**config.mk**
```make
export PLATFORM = sky130hd
export DESIGN_NAME = seg7_ctrl_flat
export DESIGN_NICKNAME = d
export VERILOG_FILES = /design/src/rtl/seg7_ctrl_if.sv /design/src/rtl/seg7_ctrl.sv /design/src/flat_wrapper.sv
export SDC_FILE = /design/constraint.sdc
export NUM_CORES = 1
export LEC_CHECK = 0
export BUFFER_PORTS_ARGS = -buffer_cell sky130_fd_sc_hd__buf_2
export CAP_MARGIN = 20
export CORE_MARGIN = 2
export CORE_UTILIZATION = 50
export CTS_CLUSTER_SIZE = 8
export DETAILED_ROUTE_END_ITERATION = 16
export PLACE_DENSITY = 0.75
export REMOVE_ABC_BUFFERS = 1
export SLEW_MARGIN = 20
export SYNTH_ARGS = -nofsm -noshare
export SYNTH_HDL_FRONTEND = slang
export SYNTH_SLANG_ARGS = --single-unit
```
**constraint.sdc**
```tcl
create_clock -name clock -period 2.2 [get_ports clock]
set_input_delay 0.33 -clock clock [delete_from_list [all_inputs] [get_ports clock]]
set_output_delay 0.33 -clock clock [all_outputs]
set_load 0.005 [all_outputs]
```
**src/rtl/seg7_ctrl_if.sv**
```systemverilog
// Capture/acknowledge bus plus the display pins of the seven-segment controller.
// The accelerator side (master) drives the capture strobe and data; the controller (slave) drives the pins.
interface seg7_ctrl_if;
    logic        start_port;
    logic [31:0] in1;
    logic [7:0]  in2;
    logic [7:0]  in3;
    logic        done_port;
    logic [7:0]  an;
    logic [6:0]  seg;
    logic        dp;

    modport master (
        output start_port, in1, in2, in3,
        input  done_port, an, seg, dp
    );

    modport slave (
        input  start_port, in1, in2, in3,
        output done_port, an, seg, dp
    );
endinterface

```
**src/rtl/seg7_ctrl.sv**
```systemverilog
// Eight-digit seven-segment display controller: captures value/enable/dp masks on a strobe
// and time-multiplexes the digits with a dark window at the start of every slot.
module seg7_ctrl #(
    parameter int REFRESH_CYCLES = 100000,
    parameter int BLANK_CYCLES   = 1000
) (
    input  logic        clock,
    input  logic        reset,
    seg7_ctrl_if.slave  bus
);
    localparam int CNT_W = $clog2(REFRESH_CYCLES);
    localparam logic [CNT_W-1:0] CNT_LAST  = CNT_W'(REFRESH_CYCLES - 1);
    localparam logic [CNT_W-1:0] CNT_BLANK = CNT_W'(BLANK_CYCLES);

    logic [31:0]      val_q, val_d;
    logic [7:0]       en_q, en_d;
    logic [7:0]       dpm_q, dpm_d;
    logic [CNT_W-1:0] cnt_q, cnt_d;
    logic [2:0]       idx_q, idx_d;
    logic             done_q, done_d;
    logic [7:0]       an_q, an_d;
    logic [6:0]       seg_q, seg_d;
    logic             dp_q, dp_d;
    logic [3:0]       nib;

    function automatic logic [6:0] hex_to_seg(input logic [3:0] h);
        logic [6:0] s;
        case (h)
            4'h0: s = 7'h40;
            4'h1: s = 7'h79;
            4'h2: s = 7'h24;
            4'h3: s = 7'h30;
            4'h4: s = 7'h19;
            4'h5: s = 7'h12;
            4'h6: s = 7'h02;
            4'h7: s = 7'h78;
            4'h8: s = 7'h00;
            4'h9: s = 7'h10;
            4'hA: s = 7'h08;
            4'hB: s = 7'h03;
            4'hC: s = 7'h46;
            4'hD: s = 7'h21;
            4'hE: s = 7'h06;
            default: s = 7'h0E;
        endcase
        return s;
    endfunction

    always_comb begin
        val_d  = val_q;
        en_d   = en_q;
        dpm_d  = dpm_q;
        done_d = bus.start_port;
        if (bus.start_port) begin
            val_d = bus.in1;
            en_d  = bus.in2;
            dpm_d = bus.in3;
        end

        cnt_d = cnt_q + 1'b1;
        idx_d = idx_q;
        if (cnt_q == CNT_LAST) begin
            cnt_d = '0;
            idx_d = idx_q + 3'd1;
        end

        // Outputs follow the current counter/index and shadow, so they lag them by one cycle.
        nib   = val_q[{idx_q, 2'b00} +: 4];
        an_d  = 8'hFF;
        seg_d = 7'h7F;
        dp_d  = 1'b1;
        if (cnt_q >= CNT_BLANK && en_q[idx_q]) begin
            an_d  = ~(8'h01 << idx_q);
            seg_d = hex_to_seg(nib);
            dp_d  = ~dpm_q[idx_q];
        end
    end

    always_ff @(posedge clock or negedge reset) begin
        if (!reset) begin
            val_q  <= '0;
            en_q   <= '0;
            dpm_q  <= '0;
            cnt_q  <= '0;
            idx_q  <= '0;
            done_q <= 1'b0;
            an_q   <= 8'hFF;
            seg_q  <= 7'h7F;
            dp_q   <= 1'b1;
        end else begin
            val_q  <= val_d;
            en_q   <= en_d;
            dpm_q  <= dpm_d;
            cnt_q  <= cnt_d;
            idx_q  <= idx_d;
            done_q <= done_d;
            an_q   <= an_d;
            seg_q  <= seg_d;
            dp_q   <= dp_d;
        end
    end

    assign bus.done_port = done_q;
    assign bus.an        = an_q;
    assign bus.seg       = seg_q;
    assign bus.dp        = dp_q;
endmodule

```
**src/flat_wrapper.sv**
```systemverilog
// flat-port wrapper written by rule: the top's interface ports become plain ports
module seg7_ctrl_flat 
#(
    parameter int REFRESH_CYCLES = 100000,
    parameter int BLANK_CYCLES   = 1000
)
  (clock, reset, bus_start_port, bus_in1, bus_in2, bus_in3, bus_done_port, bus_an, bus_seg, bus_dp);
  seg7_ctrl_if bus_i ();
  input  logic clock;
  input  logic reset;
  input wire logic [$bits(bus_i.start_port)-1:0] bus_start_port;
  input wire logic [$bits(bus_i.in1)-1:0] bus_in1;
  input wire logic [$bits(bus_i.in2)-1:0] bus_in2;
  input wire logic [$bits(bus_i.in3)-1:0] bus_in3;
  output wire logic [$bits(bus_i.done_port)-1:0] bus_done_port;
  output wire logic [$bits(bus_i.an)-1:0] bus_an;
  output wire logic [$bits(bus_i.seg)-1:0] bus_seg;
  output wire logic [$bits(bus_i.dp)-1:0] bus_dp;
  assign bus_i.start_port = bus_start_port;
  assign bus_i.in1 = bus_in1;
  assign bus_i.in2 = bus_in2;
  assign bus_i.in3 = bus_in3;
  assign bus_done_port = bus_i.done_port;
  assign bus_an = bus_i.an;
  assign bus_seg = bus_i.seg;
  assign bus_dp = bus_i.dp;
  seg7_ctrl #(.REFRESH_CYCLES(REFRESH_CYCLES), .BLANK_CYCLES(BLANK_CYCLES)) u_core (.clock(clock), .reset(reset), .bus(bus_i));
endmodule
```
Word level (Yosys, flattened, before mapping)
Memory sizes are Yosys's and may differ from the RTL's. Index checks and enable logic that the tools add are counted.

Register bits after elaboration: 85. Latch bits: 0. Memory bits (writable): 0. ROM bits: 112. Input port bits: 51. Output and inout bits: 17. Word-level logic and storage cells: 28. Memories kept: 1.

Memory list: (name not given) (words 16, bits a word 7, rd ports 1, clocked after Yosys merged registers in 0, write ports 0, RTL line seg7_ctrl.sv:28) `case (h)`.

$add $sub $neg: 2. Multipliers: 0. Divide/modulo/power cells: 0. $lt $le $gt $ge: 2. Eq/ne operators: 1. Shifts and indexed selects: 2. Multiplexer cells: 8. Bitwise logic cells: 2. Reduce and logical (&&, ||, !) cells: 1.

Operators by type and width (number): indexed part select 32 x 6 -> 4 bit (1); adder 17 x 1 -> 17 bit, second input constant (1); equality test 17 bit, second input constant (1); >= comparator 17 x 10 -> 1 bit, second input constant (1); 2-to-1 mux 17 bit (1); 2-to-1 mux 8 bit (1); inverter 8 bit (1); << shifter 1 x 3 -> 8 bit, first input constant (1); 2-to-1 mux 7 bit (1); binary-select mux 1 bit (select 3 bit) (2); < comparator 3 x 4 -> 1 bit, second input constant (1); adder 3 x 1 -> 3 bit, second input constant (1); 2-to-1 mux 1 bit (3); logical AND 1 bit (1); inverter 1 bit (1).

Logic depth before layout (Yosys ltp)
Gate-level depths: netlist of the first run.

Depth after elaboration: 4. Depth in mapped cells: 9. Mapped depth without buffers: 8.

Least setup slack after synthesis of the first run
Ideal clock, no wire load.

Path kind: register to register. From: reg u_core.idx_q[0]. To: reg u_core.seg_q[0] (netlist: u_core.bus.seg[0]). Setup time: 0.098 ns. Data arrival time: 2.230 ns. Data required time: 2.102 ns. Setup slack: -0.128 ns. Cell stages (with the launch flop): 10. Path buffers: 1. Period minus slack after synthesis: 2.328 ns. Path through: dfrtp_1 buf_6 mux4_1 nand2_1 and2_1 inv_1 ha_1 or3b_1 o21ai_0 o21ai_1.

Longest elaborated chain between the ends: 4. Elaborated cells on any way between the ends: 6. Classes of those cells: shift (1); mux (3); reduce/logical (1); memory (1).

RTL lines: start, declared (RTL line seg7_ctrl.sv:19) `logic [2:0] idx_q, idx_d;`; start signal, assigned (RTL line seg7_ctrl.sv:95) `idx_q <= idx_d;`; branches (longest 3 deep; another with memory read (16 x 7 bit)); 2-to-1 mux 7 bit * (RTL line seg7_ctrl.sv:72) `if (cnt_q >= CNT_BLANK && en_q[idx_q]) begin`; named net u_core.seg_d[0] (RTL line seg7_ctrl.sv:22) `logic [6:0] seg_q, seg_d;`; end signal, assigned (RTL line seg7_ctrl.sv:98) `seg_q <= seg_d;`; end, declared (RTL line seg7_ctrl.sv:22).

Mark *: on every way through the listed nets, which the timed path passes. The select of a mux whose other input is x is not followed. A chain may end at the register's enable or synchronous reset.

Final worst setup path of the first run
Same ends and word-level chain as after synthesis.

==> key figures, run 1 <==
Drt
  – WL final: 7216 um
  – Antenna Nets Post-Route: 0
  – Number of DRC markers in iteration 0: 124
  – Routed vias/inst: 5.166
  – DRC Markers: 0
  – Drt pass-1 iters: 4
  – Vias: 2459
  – Wire per inst: 15.16 um

STA
  – Final period utilization: 97.45%
  – Min Tclk post-route: 2144 ps
  – Slew Viols, Final: 0
  – Final Hold Viols: 0
  – Max_slew headroom: 50.69%
  – Final setup viols: 0
  – Worst-Margin Slew: 739.6 ps
  – Hold slack: 181.9 ps
  – Layout Skew: 10.15 ps
  – RSZ-0062 raised after global routing: true
  – Maximum clock rate: 0.4664 GHz

Floorplanning
  – Core Area: 7687 sq um
  – Initial Util: 51.32%
  – Die ar.: 8616 sq um
  – DIE HEIGHT: 92.83 um
  – IO Pins: 68
  – Die Wd: 92.83 um
  – # rows: 32

Pwr
  – Tot Pwr: 0.003070 W
  – Lkg Pwr: 2.064 nW
  – PwrDens: 649.0 nW/um^2
  – Max IR drop VDD: 414.1 uV

Synth
  – Gate Count Post-Synth: 283
  – Post-Syn Area: 3945 sq um
  – Syn Area/Cell: 13.94 sq um
  – Netlist cell types: 42
  – Sequential area share after synthesis: 54.42%
  – Asr flop ratio synth: 100.0%
  – Yosys reg bits: 85
  – EDFF count, synth: 0
  – YS warnings: 0
  – Top_reg_cell synth: dfrtp_1

Worst setup path
  – Crit path largest cell delay: 480 ps
  – Crit start category: register
  – CP Class: reg -> reg
  – Reg-to-reg slack, setup: 60 ps
  – Kind of end point of the critical path: register
  – CP Cell Sequence: buf_12 > mux4_2 > mux2_4 > ha_4 > or3b_1 > o21ai_1 > o21ai_1
  – CP max-delay cell: mux4_2
  – Crit path top cell by count: o21ai_1
  – WP data required: 2470 ps
  – Crit path max-delay family: multiplexers
  – Arrival time of the worst setup path: 2410 ps
  – Buf/Inv on CP: 1
  – Max FO, Critical Path: 5

Placed design
  – Placed cell count: 457
  – Post-DP HPWL: 5123 um
  – PortBufs: 67
  – GPL Wtd Cong: 0.7764

Flow run
  – Max Cap Violations: 0

Clocking
  – CTS tree: built
  – Cts bufs inserted: 9
  – Num Clock Sinks: 85
  – Clock input transition at the sequential cells of the worst setup and hold paths: 100 ps
  – H-Tree Depth: 3
  – Root Driver: clkbuf_8
  – Longest Clk Path Bufs: 2
  – Clk Latency, worst-skew pair: 370 ps

Layout
  – Most frequent cells in the layout: 68 x dfrtp_1, 66 x buf_2, 50 x mux2_2
  – Nets: 433
  – Synth-to-Final Area Change: 19.92%
  – Footprint of the multi-input gates: 1705 sq um
  – Number of fill cells: 606
  – Layout cells sized above 1: 49.73%
  – FF+latch area: 2148 sq um
  – Ant diodes: 0
  – Finished Layout Cells: 476
  – Commonest non-fill, non-tap cell in the layout: dfrtp_1

Global routing
  – Largest net degree at the start of global routing: 50
  – GR Util met1: 24.52%
  – GR Util met2: 29.05%
  – Global routing usage on met3: 3.580%
  – Global-route usage over all layers: 18.42%
  – First-pass GRT wire length: 12030 um
  – Global route hottest layer: met2
  – Initial antenna violation count: 0
  – Grt ovf: 0
  – Vias in the first global route: 2556

Worst hold path
  – Hold Crit Class: in -> reg

Status
  – Status: finished clean
stage by stage:
stage / setup TNS [ps] / util [%] / cell area [sq um] / setup WS [ps]
after global routing: -129.7 / 61.54 / 4731 / -54.22
after floorplan: -1367 / - / 3861 / -332.0
final: 0 / 61.54 / 4731 / 56.13
after global placement: -1014 / 58.53 / 4499 / -186.0
after detailed placement: -127.0 / 58.58 / 4503 / -68.27
after CTS: 0 / 61.10 / 4697 / 8.492
Yosys cell counts (2+ instances only):
cell      number  area, sq um
nor2_1         9        33.78
and3_1         2        12.51
a21oi_1        4        20.02
mux2_4         2        30.03
nand2_1       20        75.07
nand3_1       12        60.06
and2_1         2        12.51
buf_2          3        15.01
or3_1          2        12.51
o211ai_1       2        15.01
ha_1          13        162.7
o21ai_0        5        25.02
clkbuf_8       2        27.53
o221ai_1       2        17.52
mux4_1         9        236.5
mux4_2         3        67.56
clkbuf_1       6        22.52
xor2_1         4        35.03
inv_1          9        33.78
dfstp_2       16        420.4
dfrtp_1       69         1727
mux2_2        50        563.0
xnor2_1       10        87.58
mux2i_1        5        50.05
nor3_1         2        10.01
nand4_1        4        25.02
what timing repair did:
action | in CTS | in global routing
resized for setup | 2 | 9
setup buffers | 0 | 2
endpoints found under the setup margin | 3 | 4
pin swaps | 0 | 2
hold endpoints to repair | 28 | 0
cloned | 0 | 0
hold buffers | 1 | 0
cells by family (layout without fill, tap and decap cells):
kind of cell / count (synthesis) / after routing / synth area share [%]
AOI/OAI and AO/OA: 17 / 17 / 2.918
xor gates and xnor gates: 14 / 14 / 3.108
adders and majority gates: 13 / 13 / 4.123
buffers and inverters: 22 / 113 / 2.981
DFF: 85 / 85 / 54.42
muxes: 69 / 69 / 24.01
and+or+nand+nor: 63 / 63 / 8.437
cell type report:
cell class | instances | area share (%)
Sequential cell | 85 | 45.41
Inverter | 9 | 0.7141
Multi-Input combinational cell | 176 | 36.05
Tap cell | 102 | 2.698
Clock buffer | 9 | 2.618
Timing Repair Buffer | 88 | 11.32
Clock inverter | 7 | 1.190
report_power, final:
part           switching, W  internal (W)
Combinational      0.000144      0.000198
Sequential        0.0000419       0.00165
Clock              0.000611      0.000424
sequential cells by signal, indices dropped and copies added, names as in the netlist:
name and cells:
u_core.bus.done_port 1, u_core.bus.dp 1, u_core.idx_q 3, u_core.cnt_q 17, u_core.bus.seg 7, u_core.dpm_q 8
u_core.en_q 8, u_core.bus.an 8, u_core.val_q 32
path summary, 6_finish.rpt:
check / start / end / cells after the start
max reg2reg: u_core.idx_q[0]$_DFFE_PN0N_ / u_core.bus.seg[0]$_DFF_PN1_ / 7
min reg2reg: u_core.cnt_q[13]$_DFF_PN0_ / u_core.cnt_q[13]$_DFF_PN0_ / 1
min: bus_in1[2] / u_core.val_q[2]$_DFFE_PN0P_ / 2
min in group asynchronous: reset / u_core.bus.done_port$_DFF_PN0_ / 2
max in group asynchronous: reset / u_core.bus.an[2]$_DFF_PN1_ / 3
max: u_core.idx_q[0]$_DFFE_PN0N_ / u_core.bus.seg[0]$_DFF_PN1_ / 7
per-layer routing:
layer / routed length (um) / vias up
met5: 0 / -
met4: 201 / 0
met3: 276 / 14
met2: 3501 / 43
met1: 3237 / 1212
li1: - / 1190
Note: power is estimated with default switching activity, not from simulation.
==> run 2, diff against run 1 <==
- PLACE_DENSITY: 0.75 -> 0.82
==> key figures, run 2 (synthesis results as in run 1) <==
Status
  – Status: finished clean

Drt
  – Number of DRC markers in iteration 0: 129 (+4.0%)
  – Met3 Wirelength: 316 um (+14%)
  – Met2 WL: 3630 um (+3.7%)
  – Routed vias/inst: 5.235 (+1.3%)
  – DRC Markers: 0 (unchanged)
  – WL final: 7480 um (+3.7%)
  – Vias: 2492 (+1.3%)
  – Top layer in use: met4
  – Wire per inst: 15.71 um (+3.7%)
  – Antenna Nets Post-Route: 0 (unchanged)
  – Drt pass-1 iters: 4 (unchanged)
  – Metal-1 WL: 3414 um (+5.5%)

Pwr
  – PwrDens: 663.4 nW/um^2 (+2.2%)
  – Lkg Pwr: 2.076 nW (+0.59%)
  – Max IR drop VDD: 402.0 uV (-2.9%)

Layout
  – Design area: 4742 sq um (+0.24%)
  – Ant diodes: 0 (unchanged)
  – Layout cells sized above 1: 48.40% (-1.3 points)
  – Register with the most flip-flops: u_core.val_q
  – Largest regs: u_core.val_q x32, u_core.cnt_q x17
  – Commonest non-fill, non-tap cell in the layout: dfrtp_1
  – Footprint of the multi-input gates: 1699 sq um (-0.37%)
  – Max reg flops: 32 (unchanged)
  – FF+latch area: 2148 sq um (unchanged)
  – Most frequent cells in the layout: 68 x dfrtp_1, 66 x buf_2, 50 x mux2_2
  – Nets: 433 (unchanged)
  – Synth-to-Final Area Change: 20.20%
  – Number of fill cells: 589 (-2.8%)

Clocking
  – Clock input transition at the sequential cells of the worst setup and hold paths: 90 ps (about the same)
  – Num Clock Sinks: 85 (unchanged)
  – H-Tree Depth: 3 (unchanged)
  – Longest Clk Path Bufs: 2 (unchanged)
  – CTS tree: built
  – Clk Latency, worst-skew pair: 350 ps (-20 ps)
  – Cts bufs inserted: 9 (unchanged)
  – Root Driver: clkbuf_8

Worst setup path
  – Max FO, Critical Path: 5 (unchanged)
  – Kind of end point of the critical path: register
  – Crit path top cell by count: o21ai_1
  – CP Cell Sequence: buf_6 > mux4_2 > mux2_4 > ha_4 > or3b_1 > o21ai_1 > o21ai_1
  – Crit start category: register
  – WP data required: 2450 ps (-20 ps)
  – Crit path largest cell delay: 490 ps (about the same)
  – CP Class: reg -> reg
  – Arrival time of the worst setup path: 2410 ps (about the same)
  – CP max-delay cell: mux4_2

STA
  – Worst setup margin: 32.54 ps (-23.60 ps)
  – Max_slew headroom: 55.57% (+4.9 points)
  – Worst-Margin Slew: 666.4 ps (-73.22 ps)
  – Min Tclk post-route: 2167 ps (+23.60 ps)
  – Final period utilization: 98.52% (+1.1 points)
  – Maximum clock rate: 0.4614 GHz (-1.1%)
  – Layout Skew: 10.80 ps (+0.6494 ps)
  – Final Hold Viols: 0 (unchanged)
  – Final setup viols: 0 (unchanged)
  – Slew Viols, Final: 0 (unchanged)
  – RSZ-0062 raised after global routing: true

Floorplanning
  – DIE HEIGHT: 92.83 um (unchanged)
  – Core Area: 7687 sq um (unchanged)
  – Initial Util: 51.32% (unchanged)
  – IO Pins: 68 (unchanged)
  – # rows: 32 (unchanged)
  – Die Wd: 92.83 um (unchanged)
  – Die ar.: 8616 sq um (unchanged)

Global routing
  – Initial antenna violation count: 0 (unchanged)
  – Global-route usage over all layers: 18.98% (+0.56 points)
  – Vias in the first global route: 2538 (-0.70%)
  – Largest net degree at the start of global routing: 51 (+2.0%)
  – First-pass GRT wire length: 12590 um (+4.7%)
  – Grt ovf: 0 (unchanged)

Placed design
  – Dpl ws: -136.3 ps (-68.08 ps)
  – Placed Area: 4442 sq um (-1.4%)
  – PortBufs: 67 (unchanged)
  – GPL Wtd Cong: 0.8212 (+5.8%)
  – Post-DP HPWL: 5376 um (+4.9%)

Worst hold path
  – Hold Crit Class: in -> reg

Flow run
  – Max Cap Violations: 0 (unchanged)
==> run 2: final timing paths <==
path | startpoint | slack [ps] | endpoint | cells after the start
setup / recovery | u_core.idx_q[0]$_DFFE_PN0N_ | 30 | u_core.bus.seg[0]$_DFF_PN1_ | 7
hold / removal | bus_in1[8] | 200 | u_core.val_q[8]$_DFFE_PN0P_ | 2
setup reg to reg | u_core.idx_q[0]$_DFFE_PN0N_ | 30 | u_core.bus.seg[0]$_DFF_PN1_ | 7
hold reg to reg | u_core.en_q[4]$_DFFE_PN0P_ | 500 | u_core.en_q[4]$_DFFE_PN0P_ | 1
max in group asynchronous | reset | 1020 | u_core.idx_q[0]$_DFFE_PN0N_ | 3
min in group asynchronous | reset | 530 | u_core.val_q[4]$_DFFE_PN0P_ | 2
==> run 2: routing by layer <==
| metal | GRT usage [%] | up-vias |
|---|---|---|
| met4 | 7.598 | 0 |
| met3 | 3.906 | 8 |
| li1 | - | 1187 |
| met2 | 30.19 | 76 |
| met5 | 0 | - |
| met1 | 25.67 | 1221 |
==> run 2: final cells by class <==
type / instances / area share [%]
flip-flops and latches: 85 / 45.30
clock inverters: 6 / 1.504
inverters: 9 / 0.7124
multi-input cells: 176 / 35.83
repair buffers: 88 / 11.27
clock buffers: 10 / 2.691
well taps: 102 / 2.691
==> run 2: through the flow <==
step / std cells / hold slack, ps / power (W) / util, % / TNS [ps]
floorplan: 270 / 34.41 / 0.001897 / - / -1367
global placement: 451 / 379.8 / 0.002039 / 57.78 / -238.8
detailed placement: 451 / 384.6 / 0.002057 / 57.78 / -584.4
CTS: 470 / 189.3 / 0.003165 / 60.89 / 0
global route: 476 / 192.2 / 0.003297 / 61.69 / -85.31
finish: 476 / 204.2 / 0.003146 / 61.69 / 0
==> run 2: repair_timing <==
action	in CTS	in global routing
resized for setup	5	6
hold endpoints to repair	13	0
buffers inserted	2	6
hold buffers	1	0
pin swaps	0	3
endpoints found under the setup margin	8	5
==> run 2: power by group <==
| group | total (W) | internal [W] | leakage, nW | switching (W) |
|---|---|---|---|---|
| clock network | 0.00110 | 0.000535 | 0.0935 | 0.000569 |
| registers | 0.00170 | 0.00165 | 1.00 | 0.0000509 |
| logic | 0.000338 | 0.000194 | 0.978 | 0.000144 |
==> run 2: critical path, delay by kind of cell, from the launching register on <==
family / cells / cell delay [ps]
AO/OA/AOI/OAI: 2 / 150
adder cells (fa/ha/maj): 1 / 180
buffers and inverters: 1 / 130
flip-flops: 1 / 440
multiplexers: 2 / 820
AND/OR/NAND/NOR: 1 / 350
